$ cat config.mk
export PLATFORM = sky130hd
export DESIGN_NAME = spi_xfer_ctrl
export DESIGN_NICKNAME = d
export VERILOG_FILES = /design/src/rtl/spi_xfer_ctrl_pkg.sv /design/src/rtl/spi_xfer_ctrl_sync_fifo.sv /design/src/rtl/spi_xfer_ctrl.sv
export SDC_FILE = /design/constraint.sdc
export NUM_CORES = 1
export LEC_CHECK = 0
export ABC_AREA = 1
export BUFFER_PORTS_ARGS = -buffer_cell sky130_fd_sc_hd__buf_2
export CORE_MARGIN = 4
export CORE_UTILIZATION = 30
export CTS_CLUSTER_SIZE = 14
export DETAILED_ROUTE_END_ITERATION = 16
export PLACE_DENSITY = 0.53
export SLEW_MARGIN = 20
export SYNTH_ARGS = -nofsm -noshare
export SYNTH_HDL_FRONTEND = slang
export SYNTH_SLANG_ARGS = --single-unit
export TNS_END_PERCENT = 100
$ cat constraint.sdc
create_clock -name clk -period 5.2 [get_ports clk]
set_clock_uncertainty 0.15 [all_clocks]
set_input_delay 0.52 -clock clk [delete_from_list [all_inputs] [get_ports clk]]
set_output_delay 0.52 -clock clk [all_outputs]
set_load 0.02 [all_outputs]
$ cat src/rtl/spi_xfer_ctrl_pkg.sv
// Shared types for the SPI byte-stream controller.
// Holds the controller FSM encoding and the byte width.
package spi_pkg;

    localparam int SPI_BYTE_W = 8;

    typedef enum logic [2:0] {
        IDLE,
        START,
        WAIT_BUSY,
        WAIT_DONE
    } spi_ctrl_state_t;

endpackage

$ cat src/rtl/spi_xfer_ctrl_sync_fifo.sv
// Synchronous first-word-fallthrough FIFO with flush.
// Head reads as zero while the FIFO is empty.
module sync_fifo #(
    parameter int W     = 8,
    parameter int DEPTH = 4
) (
    input  logic         clk,
    input  logic         rst,
    input  logic         push,
    input  logic         pop,
    input  logic         flush,
    input  logic [W-1:0] din,
    output logic [W-1:0] dout,
    output logic         full,
    output logic         empty
);

    localparam int AW = $clog2(DEPTH);

    logic [W-1:0]  mem_q [DEPTH];
    logic [AW-1:0] wr_ptr_q, wr_ptr_d;
    logic [AW-1:0] rd_ptr_q, rd_ptr_d;
    logic [AW:0]   cnt_q, cnt_d;
    logic          push_ok;
    logic          pop_ok;

    assign full  = (cnt_q == (AW+1)'(DEPTH));
    assign empty = (cnt_q == '0);
    assign dout  = empty ? '0 : mem_q[rd_ptr_q];

    always_comb begin
        push_ok  = push && !full && !flush;
        pop_ok   = pop && !empty && !flush;
        wr_ptr_d = wr_ptr_q;
        rd_ptr_d = rd_ptr_q;
        cnt_d    = cnt_q;
        if (push_ok) wr_ptr_d = wr_ptr_q + AW'(1);
        if (pop_ok) rd_ptr_d = rd_ptr_q + AW'(1);
        case ({push_ok, pop_ok})
            2'b10:   cnt_d = cnt_q + (AW+1)'(1);
            2'b01:   cnt_d = cnt_q - (AW+1)'(1);
            default: cnt_d = cnt_q;
        endcase
        if (flush) begin
            wr_ptr_d = '0;
            rd_ptr_d = '0;
            cnt_d    = '0;
        end
    end

    always_ff @(posedge clk or posedge rst) begin
        if (rst) begin
            wr_ptr_q <= '0;
            rd_ptr_q <= '0;
            cnt_q    <= '0;
        end else begin
            wr_ptr_q <= wr_ptr_d;
            rd_ptr_q <= rd_ptr_d;
            cnt_q    <= cnt_d;
        end
    end

    always_ff @(posedge clk) begin
        if (push_ok) mem_q[wr_ptr_q] <= din;
    end

endmodule

$ cat src/rtl/spi_xfer_ctrl.sv
// Byte-stream controller feeding a Mode0 SPI byte engine.
// Owns chip select with setup delay, TX/RX buffering and overflow status.
module spi_xfer_ctrl
    import spi_pkg::*;
#(
    parameter int TX_DEPTH = 4,
    parameter int RX_DEPTH = 4,
    parameter int CS_SETUP = 2
) (
    input  logic                  clk,
    input  logic                  rst,
    input  logic                  tx_push,
    input  logic [SPI_BYTE_W-1:0] tx_byte,
    input  logic                  rx_pop,
    output logic [SPI_BYTE_W-1:0] rx_byte,
    input  logic                  cs_wr,
    input  logic                  cs_val,
    input  logic                  flush,
    input  logic                  clr_ovf,
    output logic                  tx_full,
    output logic                  rx_empty,
    output logic                  rx_ovf,
    output logic                  busy,
    output logic                  cs_n,
    output logic [SPI_BYTE_W-1:0] spi_tx_data,
    output logic                  spi_tx_start,
    input  logic [SPI_BYTE_W-1:0] spi_rx_data,
    input  logic                  spi_tx_ready
);

    localparam int SW = $clog2(CS_SETUP + 1);

    spi_ctrl_state_t state_q, state_d;
    logic          cs_n_q, cs_n_d;
    logic          pend_q, pend_d;
    logic          pend_val_q, pend_val_d;
    logic [SW-1:0] setup_q, setup_d;
    logic          ovf_q, ovf_d;
    logic          drop_q, drop_d;
    logic          cs_apply;
    logic          tx_pop;
    logic          tx_empty;
    logic          capture;
    logic          rx_push;
    logic          rx_full;

    sync_fifo #(.W(SPI_BYTE_W), .DEPTH(TX_DEPTH)) u_tx_fifo (
        .clk   (clk),
        .rst   (rst),
        .push  (tx_push),
        .pop   (tx_pop),
        .flush (flush),
        .din   (tx_byte),
        .dout  (spi_tx_data),
        .full  (tx_full),
        .empty (tx_empty)
    );

    sync_fifo #(.W(SPI_BYTE_W), .DEPTH(RX_DEPTH)) u_rx_fifo (
        .clk   (clk),
        .rst   (rst),
        .push  (rx_push),
        .pop   (rx_pop),
        .flush (flush),
        .din   (spi_rx_data),
        .dout  (rx_byte),
        .full  (rx_full),
        .empty (rx_empty)
    );

    always_ff @(posedge clk or posedge rst) begin
        if (rst) begin
            state_q    <= IDLE;
            cs_n_q     <= 1'b1;
            pend_q     <= 1'b0;
            pend_val_q <= 1'b0;
            setup_q    <= '0;
            ovf_q      <= 1'b0;
            drop_q     <= 1'b0;
        end else begin
            state_q    <= state_d;
            cs_n_q     <= cs_n_d;
            pend_q     <= pend_d;
            pend_val_q <= pend_val_d;
            setup_q    <= setup_d;
            ovf_q      <= ovf_d;
            drop_q     <= drop_d;
        end
    end

    // A pending deselect waits until the queued bytes have drained.
    always_comb begin
        state_d  = state_q;
        cs_apply = 1'b0;
        case (state_q)
            IDLE: begin
                if (pend_q && (pend_val_q || tx_empty)) begin
                    cs_apply = 1'b1;
                end else if (!cs_n_q && !tx_empty && spi_tx_ready
                             && setup_q == '0) begin
                    state_d = START;
                end
            end
            START:     state_d = WAIT_BUSY;
            WAIT_BUSY: if (!spi_tx_ready) state_d = WAIT_DONE;
            WAIT_DONE: if (spi_tx_ready) state_d = IDLE;
            default:   state_d = IDLE;
        endcase
    end

    always_comb begin
        tx_pop       = (state_q == START);
        spi_tx_start = (state_q == START);
        capture      = (state_q == WAIT_DONE) && spi_tx_ready;
        rx_push      = capture && !drop_q;
        busy         = (state_q != IDLE) || !tx_empty || pend_q;
        cs_n         = cs_n_q;
        rx_ovf       = ovf_q;
    end

    always_comb begin
        pend_d     = pend_q;
        pend_val_d = pend_val_q;
        cs_n_d     = cs_n_q;
        setup_d    = setup_q;
        ovf_d      = ovf_q;
        drop_d     = drop_q;
        if (cs_apply) pend_d = 1'b0;
        if (cs_wr) begin
            pend_d     = 1'b1;
            pend_val_d = cs_val;
        end
        if (setup_q != '0) setup_d = setup_q - SW'(1);
        // Counter is checked before the edge, so load one less.
        if (cs_apply) begin
            cs_n_d = !pend_val_q;
            if (pend_val_q) setup_d = SW'(CS_SETUP - 1);
        end
        if (clr_ovf) ovf_d = 1'b0;
        if (rx_push && rx_full && !flush) ovf_d = 1'b1;
        if (flush && state_q != IDLE) drop_d = 1'b1;
        if (capture) drop_d = 1'b0;
    end

endmodule

==> results.md, run 1 <==
- Status: finished, final reports clean
- Setup TNS: 0 ns
- I/O Buffers: 46
- Tot Pwr: 2.13 mW
- Mapped Nets: 407
- Clock sinks: 87
- Largest area contributor in the netlist: edfxtp_1
- Largest net degree at the start of global routing: 24
- CP arrival: 1.96 ns
- Layout net count: 455
- Slew @ Worst Pin: 0.921 ns
- Yosys Warn Count: 0
- Routed Antenna Nets: 0
- Detail Placement HPWL: 5350 microns
- Worst Reg2Reg Path Length in Cells: 6
- Setup bufs post-CTS: 0
- Rows: 41
- Detailed Routing Iterations Pass 1: 4
- ANT cells: 0
- Critical path peak fanout: 18
- 1st-iter DRT viols: 108
- Synthesized area: 3950 sq um
- Max frequency: 381 MHz
- Max clock buf depth: 2
- H-tree Lvls: 3
- DIE WIDTH: 123 microns
- Hold Path Cell Cnt: 2
- Synth top area cells: edfxtp_1 49%, dfrtp_1 14%, nor2_1 7.5%
- Total track usage: 11.2%
- CTS buffer count: 9
- First-pass GRT wire length: 12800 microns
- Final wirelength: 7720 microns
- Minimum clock period: 2.63 ns
- Initial Util: 30.9%
- Max-slew violation count: 0
- Power Density: 459 nW/um^2
- WS Path Type: reg -> out
- Post-Syn Instances: 368
- Clk root buf: clkbuf_16
- Worst min path class: in -> reg
- Hold_buf cts: 0
- Synth top area share: 48.6%
- Die height: 123 microns
- Share of cells above drive strength 1: 22.3%
- Non-Filler Instances: 593
- Req. time, crit path: 4.53 ns
- Filler cells: 1269
- Library cells used by synthesis: 29
- Worst skew pair latency: 0.34 ns
- Total grt overflow: 0
- Core Region: 12800 sq um
- Share of flip-flops with an asynchronous set or reset: 26.4%
- Total leakage power: 1.91 nW
- Vias in the first global route: 2581
- Commonest cells post-synth: 79 x nor2_1, 64 x edfxtp_1, 42 x o21ai_0
- # DRC: 0
- Crit start category: flip-flop
- Hold slack: 0.213 ns
- Final setup fails: 0
- Ys flop type: edfxtp_1
- Placer Congestion: 0.761
- Die Area: 15100 sq um
- Io pins: 47
- Slew headroom: 38.4%
- IR Drop Worst-Case VDD: 224 uV
- Seq cells post-synth: 87
- Placed insts: 577
- Max-capacitance violation count: 0
- CTS tree: yes
- Final hold vios: 0
- Post-synth EDFFs: 64
- Mapped Avg Cell Area: 10.7 sq um
- Routed vias/inst: 4.35
- Avg WL per Cell: 13.0 microns
- Sequential area share after synthesis: 63.2%
- Unrepaired setup endpoints after global routing: no
- DR vias: 2582
- Final Cycle Share: 50.5%
- Final core occ: 36.4%
- Clock slew seen by the registers of the worst setup and hold paths: 0.06 ns
- Setup crit end kind: primary output
- Cts repair resizes: 0
- Area grow syn2layout: 17.6%
- Most frequent cell after synthesis: nor2_1
- Initial antenna violation count: 0
-- layout by cell type, fill, tap and decap left out, drive strengths merged --
cell,instances
nor2,83
dfrtp,22
o22ai,1
ha,12
xnor2,1
inv,38
mux2i,1
dfstp,1
nand2,48
o21bai,1
xor2,1
nand3,11
edfxtp,64
clkbuf,10
o21ai,45
fa,2
buf,46
clkinv,7
o21a,1
a21oi,24
bufinv,2
-- path summary, 6_finish.rpt --
path / from / endpoint / slack [ns]
setup / recovery: u_rx_fifo.rd_ptr_q[0]$_DFFE_PP0P_ / rx_byte[6] / 2.57
hold / removal: clr_ovf / rx_ovf$_DFFE_PP0P_ / 0.21
setup reg to reg: u_tx_fifo.cnt_q[0]$_DFFE_PP0P_ / u_tx_fifo.mem_q[3][0]$_DFFE_PP_ / 2.98
hold reg to reg: setup_q[0]$_DFF_PP0_ / setup_q[0]$_DFF_PP0_ / 0.34
max in group asynchronous: rst / u_tx_fifo.wr_ptr_q[0]$_DFFE_PP0P_ / 4.12
min in group asynchronous: rst / rx_ovf$_DFFE_PP0P_ / 0.22
-- power by group --
group / internal [mW] / switching, mW / leakage [nW]
clock: 0.376 / 0.267 / 0.147
sequential: 0.806 / 0.0709 / 0.875
combinational: 0.201 / 0.414 / 0.883
-- cell families (layout without fill, tap and decap cells) --
group | after synthesis | count (layout) | share of synthesized area, %
AOI/OAI and AO/OA | 72 | 72 | 9.66
xor gates and xnor gates | 2 | 2 | 0.443
adders and majority gates | 14 | 14 | 4.81
buffers and inverters | 50 | 103 | 5.45
DFF | 87 | 87 | 63.2
muxes | 1 | 1 | 0.253
and+or+nand+nor | 142 | 142 | 16.2
-- layout make-up --
type | count | area [sq um] | share of cell area (%)
flip-flops and latches | 87 | 2500 | 53.7
clock buffers | 10 | 229 | 4.92
well taps | 172 | 215 | 4.63
inverters | 41 | 168 | 3.61
clock inverters | 6 | 70.1 | 1.51
multi-input cells | 231 | 1240 | 26.6
repair buffers | 46 | 230 | 4.95
-- worst max-delay path, cell delays in order (launching register included) --
cell	delay, ns
dfrtp_1	0.58
inv_1	0.42
o21ai_0	0.17
a21oi_1	0.24
buf_2	0.21
-- state kept, by name, summed over array words and instances (netlist names) --
| name | cells |
|---|---|
| pend_val_q | 1 |
| u_tx_fifo.rd_ptr_q | 2 |
| u_tx_fifo.cnt_q | 3 |
| pend_q | 1 |
| state_q | 2 |
| u_rx_fifo.wr_ptr_q | 2 |
| u_rx_fifo.rd_ptr_q | 2 |
| rx_ovf | 1 |
| u_rx_fifo.cnt_q | 3 |
| u_tx_fifo.wr_ptr_q | 2 |
| cs_n | 1 |
| u_rx_fifo.mem_q | 32 |
| drop_q | 1 |
| setup_q | 2 |
| u_tx_fifo.mem_q | 32 |
-- through the flow --
| stage | setup slack (ns) | area, sq um |
|---|---|---|
| finish | 2.57 | 4650 |
| global route | 2.37 | 4650 |
| CTS | 2.55 | 4650 |
| detailed placement | 2.88 | 4350 |
| global placement | 2.89 | 4350 |
| floorplan | 3.21 | 3950 |
-- layer usage --
metal,GRT usage [%],wire length [microns],vias up
met4,4.83,160,0
li1,-,-,1321
met1,13.7,3470,1202
met5,0,0,-
met2,18.1,3740,46
met3,3.64,351,13
Power figures use the tool's default switching activity.
==> run 2: changes to the inputs <==
Clock period 5.2 ns to 2.6 ns, I/O delays scaled along.
==> run 2 against run 1 <==
Against the previous run:
- worst hold slack got worse by 0.20 ns
- worst setup slack got worse by 2.3 ns
- clock power increased by 110%
- non-clock buffer count rose by 29
- global-route usage grew 0.62 points
- cell count is 4.9% higher
- sequential power rose by 97%
- highest routed layer unchanged
==> results.md, run 2 (synthesis results as in run 1) <==
- Slew headroom: 39.3%
- IR Drop Worst-Case VDD: 351 uV
- Setup crit end kind: primary output
- Detailed Routing Iterations Pass 1: 4
- Io pins: 47
- Max-slew violation count: 0
- Initial Util: 30.9%
- Die Area: 15100 sq um
- Layout net count: 484
- Clk root buf: clkbuf_16
- Worst skew pair latency: 0.34 ns
- Largest net degree at the start of global routing: 24
- Final instance area: 4930 sq um
- Unrepaired setup endpoints after global routing: no
- Rows: 41
- Avg WL per Cell: 12.9 microns
- Setup bufs post-CTS: 0
- Clock slew seen by the registers of the worst setup and hold paths: 0.06 ns
- Pre-CTS setup slack: 0.478 ns
- DR vias: 2673
- Routed Antenna Nets: 0
- Core Region: 12800 sq um
- WS Path Type: reg -> out
- Placer Congestion: 0.707
- Setup TNS: 0 ns
- Final setup fails: 0
- ANT cells: 0
- CTS tree: yes
- Routed vias/inst: 4.30
- Final Cycle Share: 90.6%
- Minimum clock period: 2.36 ns
- Clock sinks: 87
- Worst min path class: in -> reg
- Vias in the first global route: 2827
- Final hold vios: 0
- Largest registers: u_rx_fifo.mem_q: 32 flops, u_tx_fifo.mem_q: 32 flops
- H-tree Lvls: 3
- # DRC: 0
- Req. time, crit path: 2.19 ns
- Total leakage power: 2.04 nW
- Total track usage: 11.8%
- I/O Buffers: 46
- First-pass GRT wire length: 13600 microns
- Detail Placement HPWL: 5420 microns
- Initial antenna violation count: 0
- Max frequency: 424 MHz
- Area grow syn2layout: 24.7%
- Final wirelength: 8040 microns
- Critical path peak fanout: 10
- Most frequent cells in the layout: 79 x nor2_1, 64 x edfxtp_1, 46 x buf_2
- Max clock buf depth: 2
- Most common cell after layout, fill and taps aside: nor2_1
- Total grt overflow: 0
- Die height: 123 microns
- Share of cells above drive strength 1: 22.9%
- 1st-iter DRT viols: 93
- Status: finished, final reports clean
- Power Density: 884 nW/um^2
- CP arrival: 1.95 ns
- DIE WIDTH: 123 microns
- Final WS setup: 0.244 ns
- Placed instance area: 4420 sq um
- CTS buffer count: 9
- Slew @ Worst Pin: 0.909 ns
- Max-capacitance violation count: 0
- Crit start category: flip-flop
-- run 2: through the flow --
step / util, % / power (mW) / hold slack (ns) / std cells
after floorplan: - / 2.67 / 0.111 / 368
after global placement: 34.6 / 3.03 / 0.307 / 586
after detailed placement: 34.6 / 3.06 / 0.317 / 586
after CTS: 38.6 / 4.43 / 0.000634 / 622
after global routing: 38.6 / 4.66 / 0.00445 / 622
final: 38.6 / 4.36 / 0.0169 / 622
-- run 2: cell type report --
cell class / count / area, sq um
flip-flops and latches: 87 / 2500
clock buffers: 11 / 243
fillers: 1251 / 7850
multi-input cells: 231 / 1240
well taps: 172 / 215
repair buffers: 75 / 498
inverters: 41 / 168
clock inverters: 5 / 66.3
-- run 2: where the power goes --
group / internal (mW) / leakage [nW] / switching, mW
logic: 0.434 / 1.02 / 0.866
registers: 1.61 / 0.875 / 0.122
clock network: 0.782 / 0.148 / 0.539
total: 2.83 / 2.04 / 1.53
-- run 2: routing by layer --
metal / vias to the layer above / global-route usage, % / routed length, microns
li1: 1374 / - / -
met2: 44 / 20.5 / 4010
met3: 13 / 2.86 / 301
met5: - / 0 / 0
met1: 1242 / 13.7 / 3550
met4: 0 / 5.67 / 171
-- run 2: final timing paths --
path                                                    from                           endpoint  slack, ns  depth (start not counted)
setup / recovery           u_rx_fifo.rd_ptr_q[1]$_DFFE_PP0P_                         rx_byte[6]       0.24                          5
hold / removal                                         cs_wr                 pend_q$_DFFE_PP0P_       0.02                          2
setup reg to reg                      state_q[0]$_DFFE_PP0P_     u_rx_fifo.cnt_q[2]$_DFFE_PP0P_       0.49                         13
hold reg to reg                             cs_n$_DFFE_PP1N_                   cs_n$_DFFE_PP1N_       0.34                          2
max in group asynchronous                                rst  u_tx_fifo.wr_ptr_q[0]$_DFFE_PP0P_       1.22                          3
min in group asynchronous                                rst               setup_q[1]$_DFF_PP0_       0.52                          3
-- run 2: worst max-delay path, cell delays in order (launching register included) --
cell	delay [ns]
dfrtp_1	0.55
clkinv_1	0.39
nor2_1	0.18
o21ai_0	0.09
a21oi_1	0.19
buf_2	0.20
-- run 2: timing repair --
| action | in CTS | in global routing |
|---|---|---|
| endpoints found under the hold margin | 83 | 0 |
| hold buffers | 20 | 0 |
| resized for setup | 0 | 0 |
